[src/rtl/regs_writeback.sv]
// regs_writeback -- write-side sequencer for the 16-entry register file.
//
// Writeback requests (ALU result, memory load, SP update) are accepted on a
// valid/ready handshake, queued in a DEPTH-entry FIFO and issued as at most
// one register write per cycle. A wide (32-bit) request becomes two writes:
// lo -> dst, then hi -> dst+1 (4-bit wrap). Target register 0 is a discard
// target: its slot and cycle are still spent, but no write strobe is issued.
//
// Optional feature: define REGS_WB_BYPASS_EN to let a request accepted while
// the FIFO is empty and the sequencer is idle load the output registers
// directly at the acceptance edge (one cycle less latency).
//
// Ports:
//   cpu_clk, rst          clock, synchronous active-high reset
//   req_valid/req_ready   request handshake
//   req_dst/wide/lo/hi    request payload
//   we, src_w, val        registered register-file write port
//   rd_a, rd_b            register addresses being read
//   hazard_a, hazard_b    a not-yet-committed write targets rd_a / rd_b
//   count                 FIFO occupancy
//   busy                  FIFO non-empty, high half pending, or write in flight
module regs_writeback #(
    parameter int DEPTH = 4
) (
    input  logic                   cpu_clk,
    input  logic                   rst,
    input  logic                   req_valid,
    output logic                   req_ready,
    input  logic [3:0]             req_dst,
    input  logic                   req_wide,
    input  logic [15:0]            req_lo,
    input  logic [15:0]            req_hi,
    output logic                   we,
    output logic [3:0]             src_w,
    output logic [15:0]            val,
    input  logic [3:0]             rd_a,
    input  logic [3:0]             rd_b,
    output logic                   hazard_a,
    output logic                   hazard_b,
    output logic [$clog2(DEPTH):0] count,
    output logic                   busy
);

    localparam int            AW   = $clog2(DEPTH);
    localparam logic [AW:0]   FULL = (AW+1)'(DEPTH);

    typedef enum logic {ISSUE, HIGH} state_t;

    state_t          state_q, state_d;
    logic [3:0]      f_dst  [DEPTH];
    logic            f_wide [DEPTH];
    logic [15:0]     f_lo   [DEPTH];
    logic [15:0]     f_hi   [DEPTH];
    logic [AW-1:0]   wr_ptr, rd_ptr;
    logic [AW:0]     cnt;
    logic [3:0]      hold_dst, hold_dst_d;   // already dst+1 of the held entry
    logic [15:0]     hold_hi, hold_hi_d;
    logic            we_d;
    logic [3:0]      src_d;
    logic [15:0]     val_d;

    logic            push, pop, fifo_push, take;
    logic [3:0]      c_dst;
    logic            c_wide;
    logic [15:0]     c_lo, c_hi;

    assign req_ready = ~rst & (cnt != FULL);
    assign push      = req_valid & req_ready;
    assign count     = cnt;
    assign busy      = (cnt != '0) | (state_q == HIGH) | we;

    // Candidate entry for an ISSUE cycle: normally the FIFO head; with the
    // bypass enabled and the FIFO empty, the incoming request itself.
    always_comb begin
        c_dst     = f_dst[rd_ptr];
        c_wide    = f_wide[rd_ptr];
        c_lo      = f_lo[rd_ptr];
        c_hi      = f_hi[rd_ptr];
        take      = (cnt != '0);
        fifo_push = push;
`ifdef REGS_WB_BYPASS_EN
        if (state_q == ISSUE && cnt == '0) begin
            c_dst     = req_dst;
            c_wide    = req_wide;
            c_lo      = req_lo;
            c_hi      = req_hi;
            take      = push;
            fifo_push = 1'b0;
        end
`endif
    end

    // Next-state and next-output logic.
    always_comb begin
        state_d    = state_q;
        we_d       = 1'b0;
        src_d      = 4'd0;
        val_d      = 16'd0;
        pop        = 1'b0;
        hold_dst_d = hold_dst;
        hold_hi_d  = hold_hi;
        case (state_q)
            ISSUE: begin
                if (take) begin
                    pop = (cnt != '0);
                    if (c_dst != 4'd0) begin
                        we_d  = 1'b1;
                        src_d = c_dst;
                        val_d = c_lo;
                    end
                    if (c_wide) begin
                        state_d    = HIGH;
                        hold_dst_d = c_dst + 4'd1;
                        hold_hi_d  = c_hi;
                    end
                end
            end
            HIGH: begin
                // dst=15 wraps the high half onto register 0: dropped.
                if (hold_dst != 4'd0) begin
                    we_d  = 1'b1;
                    src_d = hold_dst;
                    val_d = hold_hi;
                end
                state_d = ISSUE;
            end
            default: state_d = ISSUE;
        endcase
    end

    always_ff @(posedge cpu_clk) begin
        if (rst) begin
            state_q  <= ISSUE;
            we       <= 1'b0;
            src_w    <= 4'd0;
            val      <= 16'd0;
            wr_ptr   <= '0;
            rd_ptr   <= '0;
            cnt      <= '0;
            hold_dst <= 4'd0;
            hold_hi  <= 16'd0;
        end else begin
            state_q  <= state_d;
            we       <= we_d;
            src_w    <= src_d;
            val      <= val_d;
            hold_dst <= hold_dst_d;
            hold_hi  <= hold_hi_d;
            if (fifo_push) begin
                f_dst[wr_ptr]  <= req_dst;
                f_wide[wr_ptr] <= req_wide;
                f_lo[wr_ptr]   <= req_lo;
                f_hi[wr_ptr]   <= req_hi;
                wr_ptr         <= wr_ptr + AW'(1);
            end
            if (pop)
                rd_ptr <= rd_ptr + AW'(1);
            cnt <= cnt + (AW+1)'(fifo_push) - (AW+1)'(pop);
        end
    end

    // One bit per register: set if any uncommitted write targets it.
    logic [15:0]   pend;
    logic [AW-1:0] off;
    logic [3:0]    nx;
    always_comb begin
        pend = 16'd0;
        off  = '0;
        nx   = 4'd0;
        for (int i = 0; i < DEPTH; i++) begin
            off = AW'(i) - rd_ptr;
            nx  = f_dst[i] + 4'd1;
            if ({1'b0, off} < cnt) begin
                pend[f_dst[i]] = 1'b1;
                if (f_wide[i])
                    pend[nx] = 1'b1;
            end
        end
        if (state_q == HIGH)
            pend[hold_dst] = 1'b1;
        if (we)
            pend[src_w] = 1'b1;
        pend[0] = 1'b0;
    end

    assign hazard_a = pend[rd_a];
    assign hazard_b = pend[rd_b];

endmodule

[config.mk]
export PLATFORM = sky130hd
export DESIGN_NAME = regs_writeback
export DESIGN_NICKNAME = d
export VERILOG_FILES = /design/src/rtl/regs_writeback.sv
export SDC_FILE = /design/constraint.sdc
export NUM_CORES = 1
export LEC_CHECK = 0
export CAP_MARGIN = 0
export CORE_AREA = 2 2 130 132
export DETAILED_ROUTE_END_ITERATION = 7
export DIE_AREA = 0 0 132 134
export GPL_ROUTABILITY_DRIVEN = 0
export PLACE_DENSITY = 0.75
export SYNTH_ARGS = -nofsm -noshare
export SYNTH_HDL_FRONTEND = slang
export SYNTH_SLANG_ARGS = --single-unit
[constraint.sdc]
create_clock -name cpu_clk -period 7.8 [get_ports cpu_clk]
set_input_delay 0.78 -clock cpu_clk [delete_from_list [all_inputs] [get_ports cpu_clk]]
set_output_delay 0.78 -clock cpu_clk [all_outputs]
set_load 0.01 [all_outputs]
; Word level (Yosys, flattened, before mapping)
; Memory sizes are Yosys's and may differ from the RTL's. A register that Yosys moved wholly into a read port is not among the register bits.
; Index checks and enable logic that the tools add are counted.
[word_totals]
mem_count = 4
input_bits = 48
ramBits = 148
ff_bits = 33
[memory_table]
columns = memory, words, word_bits, read_ports, rd_ports_with_merged_regs, wr, line
row1 = f_hi, 4, 16, 1, 1, 1, 53  ; logic [15:0] f_hi [DEPTH];
row2 = f_lo, 4, 16, 1, 1, 1, 52  ; logic [15:0] f_lo [DEPTH];
row3 = f_dst, 4, 4, 5, 1, 1, 50  ; logic [3:0] f_dst [DEPTH];
row4 = f_wide, 4, 1, 5, 1, 1, 51  ; logic f_wide [DEPTH];
[op_classes]
n_eq_ne = 1
muxes = 60
magnitude_cmp = 26
reduce_logical = 14
add_sub_neg = 13
bitwise_logic = 15
[ops]
columns = operator, count
row1 = $mux W16, 13
row2 = $or A16 B16 Y16, 9
row3 = $lt A4 B5 Y1 const B, 12
row4 = $demux W1 S4, 10
row5 = $ge A4 B1 Y1 const B, 10
row6 = $pmux W16 S2, 1
row7 = $mux W1, 22
row8 = $add A4 B1 Y4 const B, 5
row9 = $lt A2 B3 Y1, 4
row10 = $mux W2, 6
row11 = $mux W4, 3
row12 = $logic_and A1 B1 Y1, 10
row13 = $bmux W1 S4, 2
row14 = $pmux W4 S2, 1
row15 = $reduce_bool A4 Y1, 2
row16 = $add A2 B1 Y2 const B, 2
row17 = $pmux W1 S2, 2
row18 = $sub A1 B2 Y2 const A, 2
row19 = $sub A2 B2 Y2 const A, 2
row20 = $add A3 B1 Y3, 1
row21 = $ne A3 B3 Y1 const B, 1
row22 = $reduce_and A3 Y1, 1
row23 = $reduce_bool A3 Y1, 1
row24 = $sub A3 B1 Y3, 1
row25 = 3 further kinds, 6

; Depth between registers and ports, before layout
; Gate-level depths: netlist of the first run.
; An unclocked memory read counts as a cell.
[depth]
ltp_word = 27
mapped_depth = 12
ltp_nobuf = 12

; Worst setup path before layout of the first run
; No wires, ideal clock.
[synth_path]
path_kind = register to output
from = register rd_ptr[1]
to = output port hazard_a
setup_slack_ns = 4.059
t_arrival_ns = 2.961
path_buffers = 2
path_stages_with_launch = 13
cell_sequence = dfxtp_1 > clkbuf_1 > clkbuf_1 > xnor2_1 > inv_1 > ha_1 > nor2b_1 > a2111oi_4 > a22oi_1 > nand3_1 > o221a_1 > a311oi_1 > o41ai_2
[synth_via]
elab_chain_cells = 21
word_cells_on_any_way = 27
[synth_rtl]
columns = element, line
row1 = from (decl), 54  ; logic [AW-1:0] wr_ptr, rd_ptr;
row2 = from (signal assigned), 157  ; rd_ptr <= rd_ptr + AW'(1);
row3 = $sub A1 B2 Y2, 171  ; off = AW'(i) - rd_ptr;
row4 = $lt A2 B3 Y1, 173  ; if ({1'b0, off} < cnt) begin
row5 = $mux W16, 173
row6 = $or A16 B16 Y16 (no source line) (2 in series), --
row7 = $mux W16, 175  ; if (f_wide[i])
row8 = $mux W16, 173
row9 = $or A16 B16 Y16 (no source line) (2 in series), --
row10 = $mux W16, 175
row11 = [... 3 more ...], --
row12 = $mux W16, 175
row13 = $mux W16 (*), 173
row14 = $or A16 B16 Y16 (no source line), --
row15 = $mux W16 (*), 179  ; if (state_q == HIGH)
row16 = $or A16 B16 Y16 (no source line), --
row17 = $mux W16 (*), 181  ; if (we)
row18 = $bmux W1 S4 (*), 186  ; assign hazard_a = pend[rd_a];
row19 = $mux W1 (implied by the code) (*), 186
row20 = to (decl), 38  ; output logic hazard_a,
; Every way passes the cells marked *; elsewhere a longest branch is shown, timed or not. The select of a mux whose other input is x is not followed.

; Final worst setup path of the first run
[layout_path]
from = register rd_ptr[1]
to = output port hazard_b
[layout_via]
elab_chain_cells = 21
word_cells_on_any_way = 27
[layout_rtl]
columns = element, line
row1 = $sub A1 B2 Y2, 171
row2 = $lt A2 B3 Y1, 173
row3 = $mux W16, 173
row4 = $or A16 B16 Y16 (no source line) (2 in series), --
row5 = $mux W16, 175
row6 = $mux W16, 173
row7 = $or A16 B16 Y16 (no source line) (2 in series), --
row8 = $mux W16, 175
row9 = [... 3 more ...], --
row10 = $mux W16, 175
row11 = $mux W16 (*), 173
row12 = $or A16 B16 Y16 (no source line), --
row13 = $mux W16 (*), 179
row14 = $or A16 B16 Y16 (no source line), --
row15 = $mux W16 (*), 181
row16 = $bmux W1 S4 (*), 187  ; assign hazard_b = pend[rd_b];
row17 = $mux W1 (implied by the code) (*), 187
row18 = to (decl), 39  ; output logic hazard_b,
; Marks and branches as above.

==> results of run 1 <==
## metrics by stage
step                std cells  power, mW  hold slack [ps]  worst slack (ps)  cell area [µm²]
finish                    936       3.42              468              2740            10300
CTS                       936       3.42              458              2820            10300
floorplan                 634       2.17              436              4060             8780
global route              936       3.58              473              2380            10300
global placement          904       2.51              443              3370             9710
detailed placement        904       2.55              449              3240             9710
## power breakdown
group | internal (mW) | switching (mW) | total (mW)
logic | 0.502 | 0.644 | 1.15
registers | 1.28 | 0.128 | 1.40
clock network | 0.485 | 0.385 | 0.869
## area by class of cell
cell class,count,area (µm²)
Sequential cell,199,5470
Tap cell,220,275
Clock buffer,22,485
Fill cell,1186,5980
Inverter,17,63.8
Timing Repair Buffer,79,776
Clock inverter,10,110
Multi-Input combinational cell,389,3130
## Yosys cell counts, types with 8 or more instances
library cell / instances
clkbuf_1: 20
nand2b_1: 10
nand2_1: 58
mux4_2: 36
ha_1: 12
inv_1: 17
nand3_1: 13
a21oi_1: 31
edfxtp_1: 148
o22ai_1: 13
nor2b_1: 15
a22oi_1: 26
nor2_1: 52
dfxtp_1: 51
and3_1: 11
nand3b_1: 8
## critical path: stages, from the launching register on
cell             delay (ps)
dfxtp_1                1000
inv_1                   200
ha_1                    360
nor2b_2                 190
a221oi_1                610
a222oi_1                220
a41o_1                  280
a31oi_1                 120
o21ai_0                 100
o2111ai_1               210
clkdlybuf4s50_1         570
## registers in the layout (all words and copies together), names as in the netlist, 2 cells and up, named ones only
register / count
hold_dst: 4
val: 16
rd_ptr: 2
f_lo: 64
f_hi: 64
f_dst: 16
src_w: 4
f_wide: 4
count: 3
wr_ptr: 2
hold_hi: 16
## routing by layer
layer	GRT usage	up-vias	routed length (µm)
li1	-	2613	-
met1	0.325	2861	8410
met2	0.373	339	9600
met3	0.0559	49	1570
met4	0.0845	0	521
met5	0	-	0
## worst paths after layout
path,start,endpoint,slack [ps],depth (start not counted)
worst max-delay path,rd_ptr[1],hazard_b,2740,10
worst min-delay path,hold_hi[1],hold_hi[1],470,2
worst max register to register,count[2],val[3],4860,5
worst min register to register,hold_hi[1],hold_hi[1],470,2
## cell families after synthesis
logic type                 after synthesis  share of synthesized area
xor gates and xnor gates                 8                    0.00798
AOI/OAI and AO/OA                      135                      0.123
and+or+nand+nor                        193                      0.108
buffers and inverters                   46                     0.0219
muxes                                   40                     0.0973
adders and majority gates               13                     0.0194
DFF                                    199                      0.622
==> flow_summary.ini, run 1 <==
[clock_tree]
clockBufferDepth = 2
htreeDepth = 4
cts_root_buf = clkbuf_16
cts_setup_buffers = 0
cts_buffers = 17
clkTransAtPathRegs_ps = 60
cts_resized = 0
cts_hold_buf = 0
clock_latency_ps = 430
tritoncts = yes
clkSinkCount = 199

[setup_path]
endpoint_kind = output port
path_max_fanout = 19
cp.arrival_ps = 4280
worst_ep_required_time_ps = 7020
worstSetupPathType = reg2out
worst_setup_path_start_kind = flip-flop

[final_layout]
post-route-util = 0.633
mostFrequentLayoutCells = edfxtp_1, clkdlybuf4s50_1, nand2_1, nor2_1, dfxtp_1
nNetsFinal = 764
n_antenna_cell = 0
final_layout_size_suffix_gt1_frac = 0.135
area_growth_pct = 17.4
final_common_cell = edfxtp_1

[pwr]
vdd_drop_max_v = 0.000241
power_leakage_nw = 3.40
power.density_nw_per_um2 = 332

[floorplanning]
fp-row-count = 47
die_area_um2 = 17700
die_h_um = 134
start_util = 0.539
die_w_um = 132
core_um2 = 16300
top_level_ports = 76

[synthesis]
async_flop_share = 0
synth_top_area_frac = 0.506
synthesis.nets = 695
synthTopCellsByArea = edfxtp_1, dfxtp_1, mux4_2, nand2_1, a22oi_1
yosys.area.top_type = edfxtp_1
yosys_warnings = 0
ys_ff_latch = 199
synthFlopType = edfxtp_1
yosysSeqAreaShare = 0.622
syn_area_per_cell_um2 = 13.9
syn-cell-area_um2 = 8780
synth-edff-count = 148
synth_cell_types = 62
syn_inst = 634

[sta]
rsz0062_at_grt = false
fmax_mhz = 197
fin_tns_setup_ps = 0
slew_viol_final = 0
finalHoldViolCount = 0
setup_violations = 0
slew_headroom = 0.180
worst-slew-pin-transition_ps = 1220
period_share = 0.649
fin_skew_ps = 11.5
period_needed_ps = 5060

[grt]
grt_pass1_vias = 5769
antenna_found_initial = 0
gr-usage-all-layers = 0.237
grt_pass1_wl_um = 32100
grt_max_degree = 52
grt-ovfl-total = 0

[detailed_routing]
num_vias = 5862
route.detailed.drc = 0
wire_per_inst_um = 21.5
vias_per_cell = 6.26
first_pass_iters = 6
dr.first_iter.drc_count = 917
drt-total-wl_um = 20100
antenna_left = 0

[run]
max_cap_violations = 0

[placement]
dpl.hpwl_um = 12800
port-buffer-count = 75

[worst_hold_path]
hp-class = reg2reg

[outcome]
status = completed
(Power assumes the default switching activity.)
==> inputs of run 2 (changes only) <==
==> constraint.sdc (replaced) <==
create_clock -name cpu_clk -period 5.2 [get_ports cpu_clk]
set_input_delay 0.52 -clock cpu_clk [delete_from_list [all_inputs] [get_ports cpu_clk]]
set_output_delay 0.52 -clock cpu_clk [all_outputs]
set_load 0.01 [all_outputs]
==> run 2 against run 1 <==
- the run now ends with DRC left
- total power rose by 48%
- critical path depth rose by 1
- utilization fell by 0.13 points
- largest cell class unchanged
- highest routed layer unchanged
==> flow_summary.ini, run 2 (synthesis results as in run 1) <==
[outcome]
status = finished with violations
failed_checks = DRC

[sta]
fin_skew_ps = 19.5
setup_violations = 0
rsz0062_at_grt = false
worst-slew-pin-transition_ps = 1100
layout_setup_ws_ps = 823
finalHoldViolCount = 0
period_needed_ps = 4380
slew_headroom = 0.266
period_share = 0.842
hold_ws_ps = 465
fin_tns_setup_ps = 0
slew_viol_final = 0
fmax_mhz = 228

[detailed_routing]
antenna_left = 0
first_pass_iters = 8
vias_per_cell = 6.24
route.detailed.drc = 23
wire_per_inst_um = 21.3
drt-total-wl_um = 20000
num_vias = 5849
dr.first_iter.drc_count = 926

[final_layout]
post-route-util = 0.632
final_layout_size_suffix_gt1_frac = 0.136
multiInputGateArea_um2 = 3130
final_common_cell = edfxtp_1
nNetsFinal = 766
fillers = 1219
seq_area_um2 = 5470
stdcell_count = 938
top_regs = f_hi: 64 flops, f_lo: 64 flops
mostFrequentLayoutCells = edfxtp_1, clkdlybuf4s50_1, nand2_1, nor2_1, dfxtp_1
n_antenna_cell = 0
area_growth_pct = 17.2
stdcell_area_um2 = 10300

[setup_path]
worstSetupPathType = reg2out
path_cells = buf_4, xnor2_1, ha_1, nor2b_2, a2111oi_2, a31oi_1, a311oi_1, o21ai_0, and4b_1, o41ai_2, clkdlybuf4s50_1
slowest_delay_ps = 660
worst_setup_path_start_kind = flip-flop
endpoint_kind = output port
worst_ep_required_time_ps = 4680
path_max_fanout = 22
cpMaxStageDelayCell = a2111oi_2
cp.arrival_ps = 3860

[grt]
antenna_found_initial = 0
gr-usage-all-layers = 0.236
grt-ovfl-total = 0
grt_pass1_wl_um = 32100
grt_pass1_vias = 5889
grt_max_degree = 52

[placement]
dpl.hpwl_um = 13000
place_inst = 906
postPlaceCellArea_um2 = 9730
port-buffer-count = 75
pre_cts_ws_ps = 1320

[floorplanning]
start_util = 0.539
die_w_um = 132
die_h_um = 134
top_level_ports = 76
die_area_um2 = 17700
core_um2 = 16300
fp-row-count = 47

[clock_tree]
clock_latency_ps = 440
cts_root_buf = clkbuf_16
tritoncts = yes
clockBufferDepth = 2
clkTransAtPathRegs_ps = 70
cts_setup_buffers = 0
clkSinkCount = 199
htreeDepth = 4
cts_hold_buf = 0
cts_buffers = 17
cts_resized = 0

[pwr]
vdd_drop_max_v = 0.000276
power_leakage_nw = 3.39
power.density_nw_per_um2 = 490
finalPower_mw = 5.04

[run]
max_cap_violations = 0

[worst_hold_path]
hp-class = reg2reg
-- run 2: area by class of cell --
cell class                 instances  share of cell area
clock buffer                      21              0.0438
clock inverter                    11              0.0106
inverter                          17             0.00620
multi-input combinational        389               0.305
sequential                       199               0.531
tap                              220              0.0268
timing repair buffer              81              0.0769
-- run 2: metal layers --
layer / track usage / share of wire
met2: 0.374 / 0.48
met5: 0 / 0
met4: 0.0930 / 0.028
met1: 0.329 / 0.43
met3: 0.0431 / 0.067
-- run 2: worst max-delay path, delay by kind of cell, from the launching register on --
kind / cells / cell delay, ps
adders and majority gates: 1 / 260
AOI/OAI and AO/OA: 5 / 1300
xor gates and xnor gates: 1 / 190
and+or+nand+nor: 2 / 420
DFF: 1 / 310
buffers and inverters: 2 / 940
-- run 2: where the power goes --
| part | switching [mW] | total, mW | leakage [nW] | internal [mW] |
|---|---|---|---|---|
| sequential | 0.157 | 2.07 | 1.76 | 1.91 |
| combinational | 0.990 | 1.74 | 1.36 | 0.754 |
| clock | 0.585 | 1.23 | 0.267 | 0.644 |
| total | 1.73 | 5.04 | 3.39 | 3.31 |
-- run 2: final timing paths --
kind	startpoint	to	slack, ps	cells past startpoint
setup / recovery	rd_ptr[0]	hazard_a	820	11
hold / removal	hold_hi[1]	hold_hi[1]	460	2
setup reg to reg	count[2]	count[2]	2400	10
hold reg to reg	hold_hi[1]	hold_hi[1]	460	2
